### config.mk
export PLATFORM = sky130hd
export DESIGN_NAME = seg7_scan_controller_flat
export DESIGN_NICKNAME = d
export VERILOG_FILES = /design/src/rtl/seg7_if.sv /design/src/rtl/seg7_scan_controller.sv /design/src/flat_wrapper.sv
export SDC_FILE = /design/constraint.sdc
export NUM_CORES = 1
export LEC_CHECK = 0
export BUFFER_PORTS_ARGS = -buffer_cell sky130_fd_sc_hd__buf_2
export CAP_MARGIN = 10
export CORE_MARGIN = 5
export CORE_UTILIZATION = 50
export CTS_BUF_LIST = sky130_fd_sc_hd__clkbuf_16
export DETAILED_ROUTE_END_ITERATION = 7
export GPL_ROUTABILITY_DRIVEN = 1
export PLACE_DENSITY = 0.8
export SLEW_MARGIN = 20
export SYNTH_ARGS = -nofsm -noshare
export SYNTH_HDL_FRONTEND = slang
export SYNTH_SLANG_ARGS = --single-unit
### constraint.sdc
create_clock -name clk -period 3.25 [get_ports clk]
set_input_delay 0.65 -clock clk [delete_from_list [all_inputs] [get_ports clk]]
set_output_delay 0.65 -clock clk [all_outputs]
set_load 0.02 [all_outputs]
### src/rtl/seg7_if.sv
// seg7_if -- bundle of the scan controller's control inputs and display outputs.
//
// Signals
//   en          scan enable (0 = display dark)
//   load        one-cycle strobe; data is captured on the cycle it is high
//   data[15:0]  four hex digits, digit k = data[4k+3:4k]
//   blank[3:0]  per-digit blank mask, 1 = digit never lit
//   nibble[3:0] hex code towards the 7-segment decoder
//   an[3:0]     active-low anodes, one-hot low when a digit is lit
//   digit[1:0]  index of the digit currently being scanned
//   frame_done  one-cycle pulse on the first ON cycle after a full frame
//   dbg_state   scan FSM state (0 = OFF, 1 = ON, 2 = GUARD)
//   dbg_pending 1 while a loaded value waits in the shadow register
//
// Handshake: there is no back-pressure. A load strobe is always accepted on
// the clock edge where it is high; the displayed value changes at the next
// frame boundary while scanning, or immediately while the scan is off.
//
// master: the side that drives the controls (testbench / host logic)
// slave : the scan controller
interface seg7_if;
  logic        en;
  logic        load;
  logic [15:0] data;
  logic [3:0]  blank;
  logic [3:0]  nibble;
  logic [3:0]  an;
  logic [1:0]  digit;
  logic        frame_done;
  logic [1:0]  dbg_state;
  logic        dbg_pending;

  modport master (
    output en, load, data, blank,
    input  nibble, an, digit, frame_done, dbg_state, dbg_pending
  );

  modport slave (
    input  en, load, data, blank,
    output nibble, an, digit, frame_done, dbg_state, dbg_pending
  );
endinterface

### src/rtl/seg7_scan_controller.sv
// seg7_scan_controller -- time-multiplexed driver for a 4-digit 7-segment display.
//
// Each digit is lit for DIV cycles, followed by GUARD cycles with all anodes
// off, so the digit period is DIV+GUARD and a frame is 4*(DIV+GUARD) cycles.
// New data loaded while scanning is held in a shadow register and copied into
// the displayed (active) register only at a frame boundary, so a frame never
// shows a mix of old and new digits.
//
// Ports
//   clk    system clock, all state changes on the rising edge
//   reset  synchronous active-high reset
//   bus    seg7_if slave modport (controls in, display outputs out)
//
// Parameters
//   DIV    ON-time per digit in clk cycles (>= 2)
//   GUARD  all-off interval between digits in clk cycles (>= 1)
module seg7_scan_controller #(
  parameter int DIV   = 1000,
  parameter int GUARD = 16
) (
  input logic   clk,
  input logic   reset,
  seg7_if.slave bus
);

  localparam int CMAX = (DIV > GUARD) ? DIV : GUARD;
  localparam int CW   = (CMAX > 1) ? $clog2(CMAX) : 1;
  localparam logic [CW-1:0] ON_LAST    = CW'(DIV - 1);
  localparam logic [CW-1:0] GUARD_LAST = CW'(GUARD - 1);

  typedef enum logic [1:0] {
    ST_OFF   = 2'd0,
    ST_ON    = 2'd1,
    ST_GUARD = 2'd2
  } state_t;

  state_t        state_q,      state_d;
  logic [1:0]    digit_q,      digit_d;
  logic [CW-1:0] cnt_q,        cnt_d;
  logic [15:0]   shadow_q,     shadow_d;
  logic [15:0]   active_q,     active_d;
  logic          pending_q,    pending_d;
  logic [3:0]    an_q,         an_d;
  logic [3:0]    nibble_q,     nibble_d;
  logic          frame_done_q, frame_done_d;

  // Last GUARD cycle of digit 3: the only cycle where active may be replaced
  // while scanning.
  logic boundary;
  assign boundary = (state_q == ST_GUARD) && (digit_q == 2'd3) && (cnt_q == GUARD_LAST);

  always_ff @(posedge clk) begin
    if (reset) begin
      state_q      <= ST_OFF;
      digit_q      <= 2'd0;
      cnt_q        <= '0;
      shadow_q     <= 16'h0000;
      active_q     <= 16'h0000;
      pending_q    <= 1'b0;
      an_q         <= 4'hF;
      nibble_q     <= 4'h0;
      frame_done_q <= 1'b0;
    end else begin
      state_q      <= state_d;
      digit_q      <= digit_d;
      cnt_q        <= cnt_d;
      shadow_q     <= shadow_d;
      active_q     <= active_d;
      pending_q    <= pending_d;
      an_q         <= an_d;
      nibble_q     <= nibble_d;
      frame_done_q <= frame_done_d;
    end
  end

  // Next-state: scan sequencing
  always_comb begin
    state_d      = state_q;
    digit_d      = digit_q;
    cnt_d        = cnt_q;
    frame_done_d = 1'b0;
    case (state_q)
      ST_OFF: begin
        if (bus.en) begin
          state_d = ST_ON;
          digit_d = 2'd0;
          cnt_d   = '0;
        end
      end
      ST_ON: begin
        if (!bus.en) begin
          state_d = ST_OFF;
          digit_d = 2'd0;
          cnt_d   = '0;
        end else if (cnt_q == ON_LAST) begin
          state_d = ST_GUARD;
          cnt_d   = '0;
        end else begin
          cnt_d = cnt_q + CW'(1);
        end
      end
      ST_GUARD: begin
        if (!bus.en) begin
          state_d = ST_OFF;
          digit_d = 2'd0;
          cnt_d   = '0;
        end else if (cnt_q == GUARD_LAST) begin
          state_d      = ST_ON;
          digit_d      = digit_q + 2'd1;
          cnt_d        = '0;
          // Wrapping from digit 3 to digit 0 completes a frame.
          frame_done_d = (digit_q == 2'd3);
        end else begin
          cnt_d = cnt_q + CW'(1);
        end
      end
      default: begin
        state_d = ST_OFF;
        digit_d = 2'd0;
        cnt_d   = '0;
      end
    endcase
  end

  // Next-state: display data registers
  always_comb begin
    shadow_d  = shadow_q;
    active_d  = active_q;
    pending_d = pending_q;
    if (state_q == ST_OFF) begin
      if (bus.load) begin
        active_d  = bus.data;
        pending_d = 1'b0;
      end
    end else if (boundary) begin
      // A load on the boundary itself is newer than anything in the shadow.
      if (bus.load) begin
        active_d  = bus.data;
        pending_d = 1'b0;
      end else if (pending_q) begin
        active_d  = shadow_q;
        pending_d = 1'b0;
      end
    end else if (bus.load) begin
      shadow_d  = bus.data;
      pending_d = 1'b1;
    end
  end

  // Registered outputs are computed from the next state so they line up with
  // the state they describe.
  always_comb begin
    an_d     = 4'hF;
    nibble_d = 4'h0;
    case (state_d)
      ST_ON: begin
        nibble_d = active_d[{digit_d, 2'b00} +: 4];
        if (!bus.blank[digit_d]) an_d = ~(4'b0001 << digit_d);
      end
      ST_GUARD: nibble_d = nibble_q;
      default:  nibble_d = 4'h0;
    endcase
  end

  assign bus.an          = an_q;
  assign bus.nibble      = nibble_q;
  assign bus.digit       = digit_q;
  assign bus.frame_done  = frame_done_q;
  assign bus.dbg_state   = state_q;
  assign bus.dbg_pending = pending_q;

endmodule

### src/flat_wrapper.sv
// flat-port wrapper written by rule: the top's interface ports become plain ports
module seg7_scan_controller_flat 
#(
  parameter int DIV   = 1000,
  parameter int GUARD = 16
)
  (clk, reset, bus_en, bus_load, bus_data, bus_blank, bus_nibble, bus_an, bus_digit, bus_frame_done, bus_dbg_state, bus_dbg_pending);
  seg7_if bus_i ();
  input logic clk;
  input logic reset;
  input wire logic [$bits(bus_i.en)-1:0] bus_en;
  input wire logic [$bits(bus_i.load)-1:0] bus_load;
  input wire logic [$bits(bus_i.data)-1:0] bus_data;
  input wire logic [$bits(bus_i.blank)-1:0] bus_blank;
  output wire logic [$bits(bus_i.nibble)-1:0] bus_nibble;
  output wire logic [$bits(bus_i.an)-1:0] bus_an;
  output wire logic [$bits(bus_i.digit)-1:0] bus_digit;
  output wire logic [$bits(bus_i.frame_done)-1:0] bus_frame_done;
  output wire logic [$bits(bus_i.dbg_state)-1:0] bus_dbg_state;
  output wire logic [$bits(bus_i.dbg_pending)-1:0] bus_dbg_pending;
  assign bus_i.en = bus_en;
  assign bus_i.load = bus_load;
  assign bus_i.data = bus_data;
  assign bus_i.blank = bus_blank;
  assign bus_nibble = bus_i.nibble;
  assign bus_an = bus_i.an;
  assign bus_digit = bus_i.digit;
  assign bus_frame_done = bus_i.frame_done;
  assign bus_dbg_state = bus_i.dbg_state;
  assign bus_dbg_pending = bus_i.dbg_pending;
  seg7_scan_controller #(.DIV(DIV), .GUARD(GUARD)) u_core (.clk(clk), .reset(reset), .bus(bus_i));
endmodule
======== Word-level counts from Yosys, hierarchy flattened ========
Cells that the tools add are included.
word-level totals
  register bits after elaboration ......... 56
  logic and storage cells ................. 67
  input port bits ......................... 24
  output and inout bits ................... 14
cells by class
  muxes and demuxes ....................... 29
  add/sub/neg operators ................... 2
  reduce and logical (&&, ||, !) cells .... 8
  eq/ne operators ......................... 9
  bitwise operators ....................... 7
  shift-type cells ........................ 2
  $lt $le $gt $ge ......................... 1
operator list
  cell                                                         number
  2-to-1 mux 16 bit                                            5
  2-to-1 mux 10 bit                                            5
  one-hot mux 10 bit (3 select lines)                          1
  2-to-1 mux 2 bit                                             9
  indexed part select 16 x 5 -> 4 bit                          1
  one-hot mux 2 bit (3 select lines)                           2
  adder 10 x 1 -> 10 bit (second input constant)               1
  == test 10 bit (second input constant)                       1
  == test 10 x 4 -> 1 bit (second input constant)              1
  one-hot mux 4 bit (2 select lines)                           1
  == test 2 bit (second input constant)                        3
  inverter 1 bit                                               6
  2-to-1 mux 1 bit                                             5
  == test 2 x 1 -> 1 bit (second input constant)               2
  inequality test 2 bit (second input constant)                2
  inverter 4 bit                                               1
  OR reduction 4 bit                                           1
  << shifter 1 x 2 -> 4 bit (first input constant)             1
  less-than comparator 2 x 3 -> 1 bit (second input constant)  1
  AND reduction 3 bit                                          1
  OR reduction 3 bit                                           1
  adder 2 x 1 -> 2 bit (second input constant)                 1
  binary-select mux 1 bit (select 2 bit)                       1
  logical AND 1 bit                                            2
  3 further kinds                                              3

======== Depth between registers and ports, before layout ========
Gate-level depths: netlist of run 1.
  depth in word-level cells ............... 7
  mapped depth ............................ 10
  depth with buffers taken out ............ 9

======== Worst setup path after synthesis of run 1 ========
No wires, ideal clock.
  path kind ............................... register to register
  start ................................... register u_core.cnt_q[0]
  end ..................................... register u_core.nibble_q[0], in the netlist u_core.bus.nibble[0]
  data required time ...................... 3124 ps
  clock period less this slack ............ 2508 ps
  setup slack ............................. 742 ps
  data arrival time ....................... 2382 ps
  path buffers ............................ 1
  library setup time ...................... 126 ps
  stages on the path, launching flop included .. 10
  path through ............................ dfxtp_1 -> ha_1 -> nand3b_1 -> buf_1 -> o41ai_4 -> nand2_1 -> o221a_2 -> mux2_2 -> nand2_1 -> o211ai_1
on the way
  longest elaborated chain between the ends .. 6
  elaborated cells between the ends (all ways) .. 17
  those cells by class .................... 4 x eq/ne; 1 x shift; 11 x mux; 1 x reduce/logical
RTL lines
  element                                                                  line                                                                                 text
  start, declared                                                          seg7_scan_controller.sv:39                                                           logic [CW-1:0] cnt_q, cnt_d;
  start signal, assigned                                                   seg7_scan_controller.sv:66                                                           cnt_q <= cnt_d;
  == test 10 x 4 -> 1 bit or == test 10 bit (tied branches)                seg7_scan_controller.sv:50, seg7_scan_controller.sv:107, seg7_scan_controller.sv:95
  2-to-1 mux 2 bit, or another cell as far along                           seg7_scan_controller.sv:107                                                          end else if (cnt_q == GUARD_LAST) begin
  2-to-1 mux 2 bit, or another cell as far along                           seg7_scan_controller.sv:103                                                          if (!bus.en) begin
  one-hot mux 2 bit (3 select lines) or 2-to-1 mux 16 bit (tied branches)  seg7_scan_controller.sv:82, seg7_scan_controller.sv:130
  indexed part select 16 x 5 -> 4 bit, or another cell as far along        seg7_scan_controller.sv:157                                                          nibble_d = active_d[{digit_d, 2'b00} +: 4];
  one-hot mux 4 bit (2 select lines)                                       seg7_scan_controller.sv:155                                                          case (state_d)
  end signal, assigned                                                     seg7_scan_controller.sv:71                                                           nibble_q <= nibble_d;
  end, declared                                                            seg7_scan_controller.sv:44                                                           logic [3:0] nibble_q, nibble_d;
Several ways; a longest one is shown, not always the timed one.
A chain may end at the register's enable or synchronous reset.

======== Worst setup path in the final report of run 1 ========
  start ................................... register u_core.cnt_q[3]
  end ..................................... register u_core.nibble_q[2], in the netlist u_core.bus.nibble[2]
The elaborated chain is that of the path after synthesis.

==> metrics.txt, run 1 <==
status complete, no violations; Syn Inst Count 345; Tot Pwr 1.57 mW; share of layout cells above drive strength 1 0.207; Leak Pwr 1.27 nW; setup slack, reg-to-reg 0.36 ns; Internal 1.17 mW; Reg-to-Reg End u_core.bus.nibble[2]$_SDFFE_PP0P_; Worst Hold Path EP u_core.shadow_q[15]$_SDFFE_PP0P_; post-synthesis register bit count 56; Seq/Total Area, Yosys 0.386; Max Root-Sink Buffers 2; Synth Net Count 375; endpoints failing hold 0; crit-path cells or4b_1 -> buf_4 -> nor4_1 -> nor3_1 -> nor4_1 -> a211oi_1 -> o22ai_1 -> o221ai_1; part of the power in combinational logic 0.144; Final min period 2.89 ns; input/output buffers 37; Finished Core Util 0.600; most numerous cell on the critical path nor4_1; Fill cells 507; PwrDens 468 mW/mm^2; first-pass GRT wire length 12700 um; post-CTS setup buffer count 0; CTS Root Cell clkbuf_16; placed cell area 0.00318 mm^2; average wire per cell in the routed design 16.6 um; ANT cells 0; num rows 27; CP max stage cell nor4_1; Max rail drop VDD 319 uV; period utilization 0.889; critical path arrival 3.06 ns; top_reg_cell synth dfxtp_1; post-cts repair resize count 0; clk_skew 0.00461 ns; switching power 0.393 mW; reg2reg start u_core.cnt_q[3]$_SDFFE_PP0P_; Final #Nets 411; largest net degree at the start of global routing 41; Post-synth EDFFs 0; die area 0.00744 mm^2; fraction of registers with async set/reset 0; Clock Sinks 56; Unique masters post-synth 57; worst hold stages 2; H-tree depth 2; Data required, critical path 3.42 ns; Least-Margin Pin Slew 0.671 ns; Worst-Skew Late Latency 0.30 ns; crit end category flop; routed vias 2735; Reg2Reg Depth 8; RePlAce Congestion 0.936; Switching Share 0.251; I/O Pins 38; power share of the clock group 0.385; sequential power share 0.471; Pre-antenna DRT Iters 4; worst hold-check path type reg2reg; max-slew violations 0; Residual DRC 0; DIE WIDTH 86.2 um; initial antenna violation count 0; Hold-fix buffers, CTS 0; Final setup viols 0; post-DP HPWL 5330 um; Final Cell Area 0.00335 mm^2; maximum clock rate 0.346 GHz; Worst setup SP type flop; delay of the slowest critical-path stage 0.53 ns; vias in the first global route 2589; DRT antenna net count 0; final setup TNS 0 ns; clock slew at reported path FFs 0.07 ns; First DRT Iteration DRCs 209; CTS tree built; RSZ-0062 raised after global routing no; CORE AREA 0.00557 mm^2; CTS Buf Count 5; Die H 86.2 um; cell area after synthesis 0.00291 mm^2; gr usage total 0.211; Initial Util 0.521; Via density 6.02; Post-Syn Area per Cell 8.42 um^2; Syn-to-layout area delta 15.1%; Setup Crit Path Kind reg2reg; Routed WL 7530 um; worst hold path startpoint u_core.shadow_q[15]$_SDFFE_PP0P_; max-cap viol count 0; Max FO, Critical Path 8; gr ovfl total 0; worst relative slew slack 0.549; Synth warnings 0
cells in the mapped netlist, types with 5 or more instances:
cell	instances	area, um^2
nor2b_1	8	50.1
o32a_1	5	50.1
dfxtp_1	56	1120
mux2i_1	8	80.1
nand4_1	8	50.1
nor4_1	7	43.8
o221ai_1	6	52.6
o21ai_0	9	45.0
a21oi_1	18	90.1
nor2_1	43	161
or3_1	5	31.3
nand2_1	37	139
nor3_1	6	30.0
mux2_2	12	135
ha_1	6	75.1
and3_1	5	31.3
inv_1	11	41.3
clkbuf_1	12	45.0
nand3_1	19	95.1
layer usage:
layer | share of wire | track usage | routed length [um] | up-vias
met3 | 0.072 | 0.0409 | 544 | 12
met2 | 0.46 | 0.335 | 3470 | 102
met1 | 0.45 | 0.286 | 3410 | 1308
met5 | 0 | 0 | 0 | -
met4 | 0.015 | 0.0765 | 115 | 0
li1 | - | - | - | 1313
cell type report:
type,instances,area (um^2),area share
tap,72,90.1,0.0269
sequential,56,1120,0.335
clock inverter,3,38.8,0.0116
inverter,12,45.0,0.0135
multi-input combinational,258,1660,0.496
clock buffer,5,125,0.0374
timing repair buffer,48,268,0.0800
worst max-delay path: cells and delay by family (launching register included):
kind,cells,cell delay (ns)
buffers and inverters,1,0.21
and+or+nand+nor,4,1.67
DFF,1,0.44
AOI/OAI and AO/OA,3,0.43
layout by cell type, fill, tap and decap left out, types with 9 or more instances in the layout:
master and instances:
dfxtp_1 56, buf_2 37, nor2_1 43, inv_1 12, buf_4 11, a21oi_1 18
o21ai_0 9, mux2_2 12, nand2_1 37, nand3_1 19
how the worst max path moves through the flow:
stage,from,endpoint,slack [ns],cells past startpoint
floorplan,u_core.cnt_q[0]$_SDFFE_PP0P_,u_core.bus.nibble[0]$_SDFFE_PP0P_,0.74,9
global placement,u_core.cnt_q[3]$_SDFFE_PP0P_,u_core.bus.nibble[2]$_SDFFE_PP0P_,0.46,8
detailed placement,u_core.cnt_q[3]$_SDFFE_PP0P_,u_core.bus.nibble[2]$_SDFFE_PP0P_,0.42,8
CTS,u_core.cnt_q[3]$_SDFFE_PP0P_,u_core.bus.nibble[2]$_SDFFE_PP0P_,0.39,8
global route,u_core.cnt_q[3]$_SDFFE_PP0P_,u_core.bus.nibble[2]$_SDFFE_PP0P_,0.10,8
finish,u_core.cnt_q[3]$_SDFFE_PP0P_,u_core.bus.nibble[2]$_SDFFE_PP0P_,0.36,8
per-stage QoR:
stage / worst slack [ns] / hold WS, ns / instances
finish: 0.362 / 0.458 / 454
global placement: 0.457 / 0.447 / 446
global route: 0.101 / 0.468 / 454
CTS: 0.385 / 0.460 / 454
floorplan: 0.742 / 0.433 / 345
detailed placement: 0.420 / 0.450 / 446
flip-flops by register name, summed over array words and instances (netlist names):
signal,flops
u_core.bus.nibble,4
u_core.bus.frame_done,1
u_core.bus.dbg_state,2
u_core.active_q,16
u_core.bus.digit,2
u_core.shadow_q,16
u_core.bus.an,4
u_core.bus.dbg_pending,1
u_core.cnt_q,10
cell families (layout without fill, tap and decap cells):
kind of cell,after synthesis,count (layout),share of synthesized area
buffers and inverters,31,68,0.0439
AO/OA/AOI/OAI,65,65,0.169
multiplexers,20,20,0.0740
flip-flops,56,56,0.386
XOR/XNOR,7,7,0.0211
AND/OR/NAND/NOR,160,160,0.280
adder cells (fa/ha/maj),6,6,0.0258
power by group through the flow:
stage | Sequential [mW] | Combinational, mW | Clock, mW
detailed placement | 0.751 | 0.221 | 0
CTS | 0.736 | 0.223 | 0.608
global placement | 0.750 | 0.217 | 0
finish | 0.737 | 0.225 | 0.603
floorplan | 0.753 | 0.148 | 0
global route | 0.739 | 0.248 | 0.639
Power figures use the tool's default switching activity.
==> run 2: changes to the inputs <==
--- a/config.mk
+++ b/config.mk
@@ -6,13 +6,12 @@
 export NUM_CORES = 1
 export LEC_CHECK = 0
 export BUFFER_PORTS_ARGS = -buffer_cell sky130_fd_sc_hd__buf_2
-export CAP_MARGIN = 10
 export CORE_MARGIN = 5
 export CORE_UTILIZATION = 50
 export CTS_BUF_LIST = sky130_fd_sc_hd__clkbuf_16
 export DETAILED_ROUTE_END_ITERATION = 7
 export GPL_ROUTABILITY_DRIVEN = 1
-export PLACE_DENSITY = 0.8
+export PLACE_DENSITY = 0.7
 export SLEW_MARGIN = 20
 export SYNTH_ARGS = -nofsm -noshare
 export SYNTH_HDL_FRONTEND = slang
==> run 2 against run 1 <==
  * Core utilization grew 0.22 points
  * Highest routed layer unchanged
  * Cell count grew 0.88%
  * Register-to-register slack gained 0.10 ns
  * Non-clock buffer count grew 4
==> metrics.txt, run 2 (synthesis results as in run 1) <==
RSZ-0062 raised after global routing no (unchanged); Max rail drop VDD 427 uV (was 319 uV); Initial Util 0.521 (unchanged); CTS Root Cell clkbuf_16 (unchanged); Hold-fix buffers, CTS 0 (unchanged); post-CTS setup buffer count 0 (unchanged); max-cap viol count 0 (unchanged); critical path buffer and inverter count 1 (unchanged); Max FO, Critical Path 8 (unchanged); Leak Pwr 1.28 nW (was 1.27 nW); gate family responsible for the most delay along the worst path simple AND/OR/NAND/NOR gates (unchanged); Clock Sinks 56 (unchanged); Worst-Skew Late Latency 0.30 ns (about the same); share of layout cells above drive strength 1 0.218 (was 0.207); Residual DRC 0 (unchanged); ANT cells 0 (unchanged); Data required, critical path 3.43 ns (was 3.42 ns); I/O Pins 38 (unchanged); clock slew at reported path FFs 0.08 ns (was 0.07 ns); die area 0.00744 mm^2 (unchanged); largest net degree at the start of global routing 41 (unchanged); CORE AREA 0.00557 mm^2 (unchanged); final setup TNS 0 ns (unchanged); top flop regs u_core.active_q (16), u_core.shadow_q (16), u_core.cnt_q (10) (unchanged); status complete, no violations (unchanged); routed vias 2699 (was 2735); Tot Pwr 1.51 mW (was 1.57 mW); vias in the first global route 2373 (was 2589); Syn-to-layout area delta 15.5% (was 15.1%); First DRT Iteration DRCs 230 (was 209); DRT antenna net count 0 (unchanged); PwrDens 449 mW/mm^2 (was 468 mW/mm^2); maximum clock rate 0.359 GHz (was 0.346 GHz); Least-Margin Pin Slew 0.610 ns (was 0.671 ns); placed cell area 0.00321 mm^2 (was 0.00318 mm^2); H-tree depth 2 (unchanged); commonest non-fill, non-tap cell in the layout dfxtp_1 (unchanged); Final min period 2.78 ns (was 2.89 ns); crit end category flop (unchanged); CTS Buf Count 5 (unchanged); max-slew violations 0 (unchanged); worst relative slew slack 0.588 (was 0.549); input/output buffers 37 (unchanged); crit-path cells or4b_1 -> buf_4 -> or4_4 -> o32a_1 -> o21ai_0 -> mux2i_1 -> nand2_1 -> o211ai_1 (was or4b_1 -> buf_4 -> nor4_1 -> nor3_1 -> nor4_1 -> a211oi_1 -> o22ai_1 -> o221ai_1); average wire per cell in the routed design 16.4 um (was 16.6 um); Pre-antenna DRT Iters 5 (was 4); Finished Core Util 0.602 (was 0.600); Fill cells 524 (was 507); Final Cell Area 0.00336 mm^2 (was 0.00335 mm^2); gr usage total 0.206 (was 0.211); hold slack 0.457 ns (was 0.458 ns); critical path arrival 2.96 ns (was 3.06 ns); gr ovfl total 0 (unchanged); delay of the slowest critical-path stage 0.53 ns (about the same); Routed WL 7520 um (was 7530 um); Die H 86.2 um (unchanged); Final setup viols 0 (unchanged); initial antenna violation count 0 (unchanged); RePlAce Congestion 0.915 (was 0.936); CP max stage cell or4_4 (was nor4_1); Worst setup SP type flop (unchanged); post-DP HPWL 5420 um (was 5330 um); most frequent cells in the layout dfxtp_1 (56), nor2_1 (43), nand2_1 (37), buf_2 (37), nand3_1 (19) (unchanged); DIE WIDTH 86.2 um (unchanged); Max Root-Sink Buffers 2 (unchanged); period utilization 0.856 (was 0.889); post-cts repair resize count 0 (unchanged); clk_skew 0.0116 ns (was 0.00461 ns); Final #Nets 415 (was 411); Via density 5.89 (was 6.02); worst hold-check path type reg2reg (unchanged); first-pass GRT wire length 12300 um (was 12700 um); num rows 27 (unchanged); Setup Crit Path Kind reg2reg (unchanged); CTS tree built (unchanged); endpoints failing hold 0 (unchanged)
run 2: worst reg2reg max path, cell delays in order, from the launching register on:
cell and delay [ns]:
dfxtp_1 0.45, or4b_1 0.50, buf_4 0.20, or4_4 0.53, o32a_1 0.34, o21ai_0 0.32, mux2i_1 0.14, nand2_1 0.10
o211ai_1 0.09
run 2: metal layers:
layer,share of wire,up-vias,global-route usage
met2,0.46,109,0.315
met3,0.066,13,0.0380
met1,0.46,1243,0.302
met4,0.015,0,0.0496
met5,0,-,0
li1,-,1334,-
run 2: cell type report:
cell class                      count  area (um^2)  share of cell area
Sequential cell                    56         1120               0.334
Inverter                           12         45.0              0.0134
Clock inverter                      3         21.3             0.00633
Tap cell                           72         90.1              0.0268
Multi-Input combinational cell    258         1660               0.494
Timing Repair Buffer               52          298              0.0887
Clock buffer                        5          125              0.0373
run 2: path summary, 6_finish.rpt:
| check | to | slack [ns] | cells after the start | start |
|---|---|---|---|---|
| worst max-delay path | u_core.bus.nibble[1]$_SDFFE_PP0P_ | 0.47 | 8 | u_core.cnt_q[3]$_SDFFE_PP0P_ |
| worst min-delay path | u_core.shadow_q[5]$_SDFFE_PP0P_ | 0.46 | 2 | u_core.shadow_q[5]$_SDFFE_PP0P_ |
| worst max register to register | u_core.bus.nibble[1]$_SDFFE_PP0P_ | 0.47 | 8 | u_core.cnt_q[3]$_SDFFE_PP0P_ |
| worst min register to register | u_core.shadow_q[5]$_SDFFE_PP0P_ | 0.46 | 2 | u_core.shadow_q[5]$_SDFFE_PP0P_ |
run 2: power by group:
part | switching [mW] | total (mW) | internal (mW)
logic | 0.134 | 0.230 | 0.0963
registers | 0.0177 | 0.735 | 0.718
clock network | 0.254 | 0.542 | 0.288
run 2: stage by stage:
| step | setup slack (ns) | instances |
|---|---|---|
| after CTS | 0.467 | 458 |
| after global placement | 0.550 | 450 |
| final | 0.467 | 458 |
| after global routing | 0.294 | 458 |
| after floorplan | 0.742 | 345 |
| after detailed placement | 0.475 | 450 |
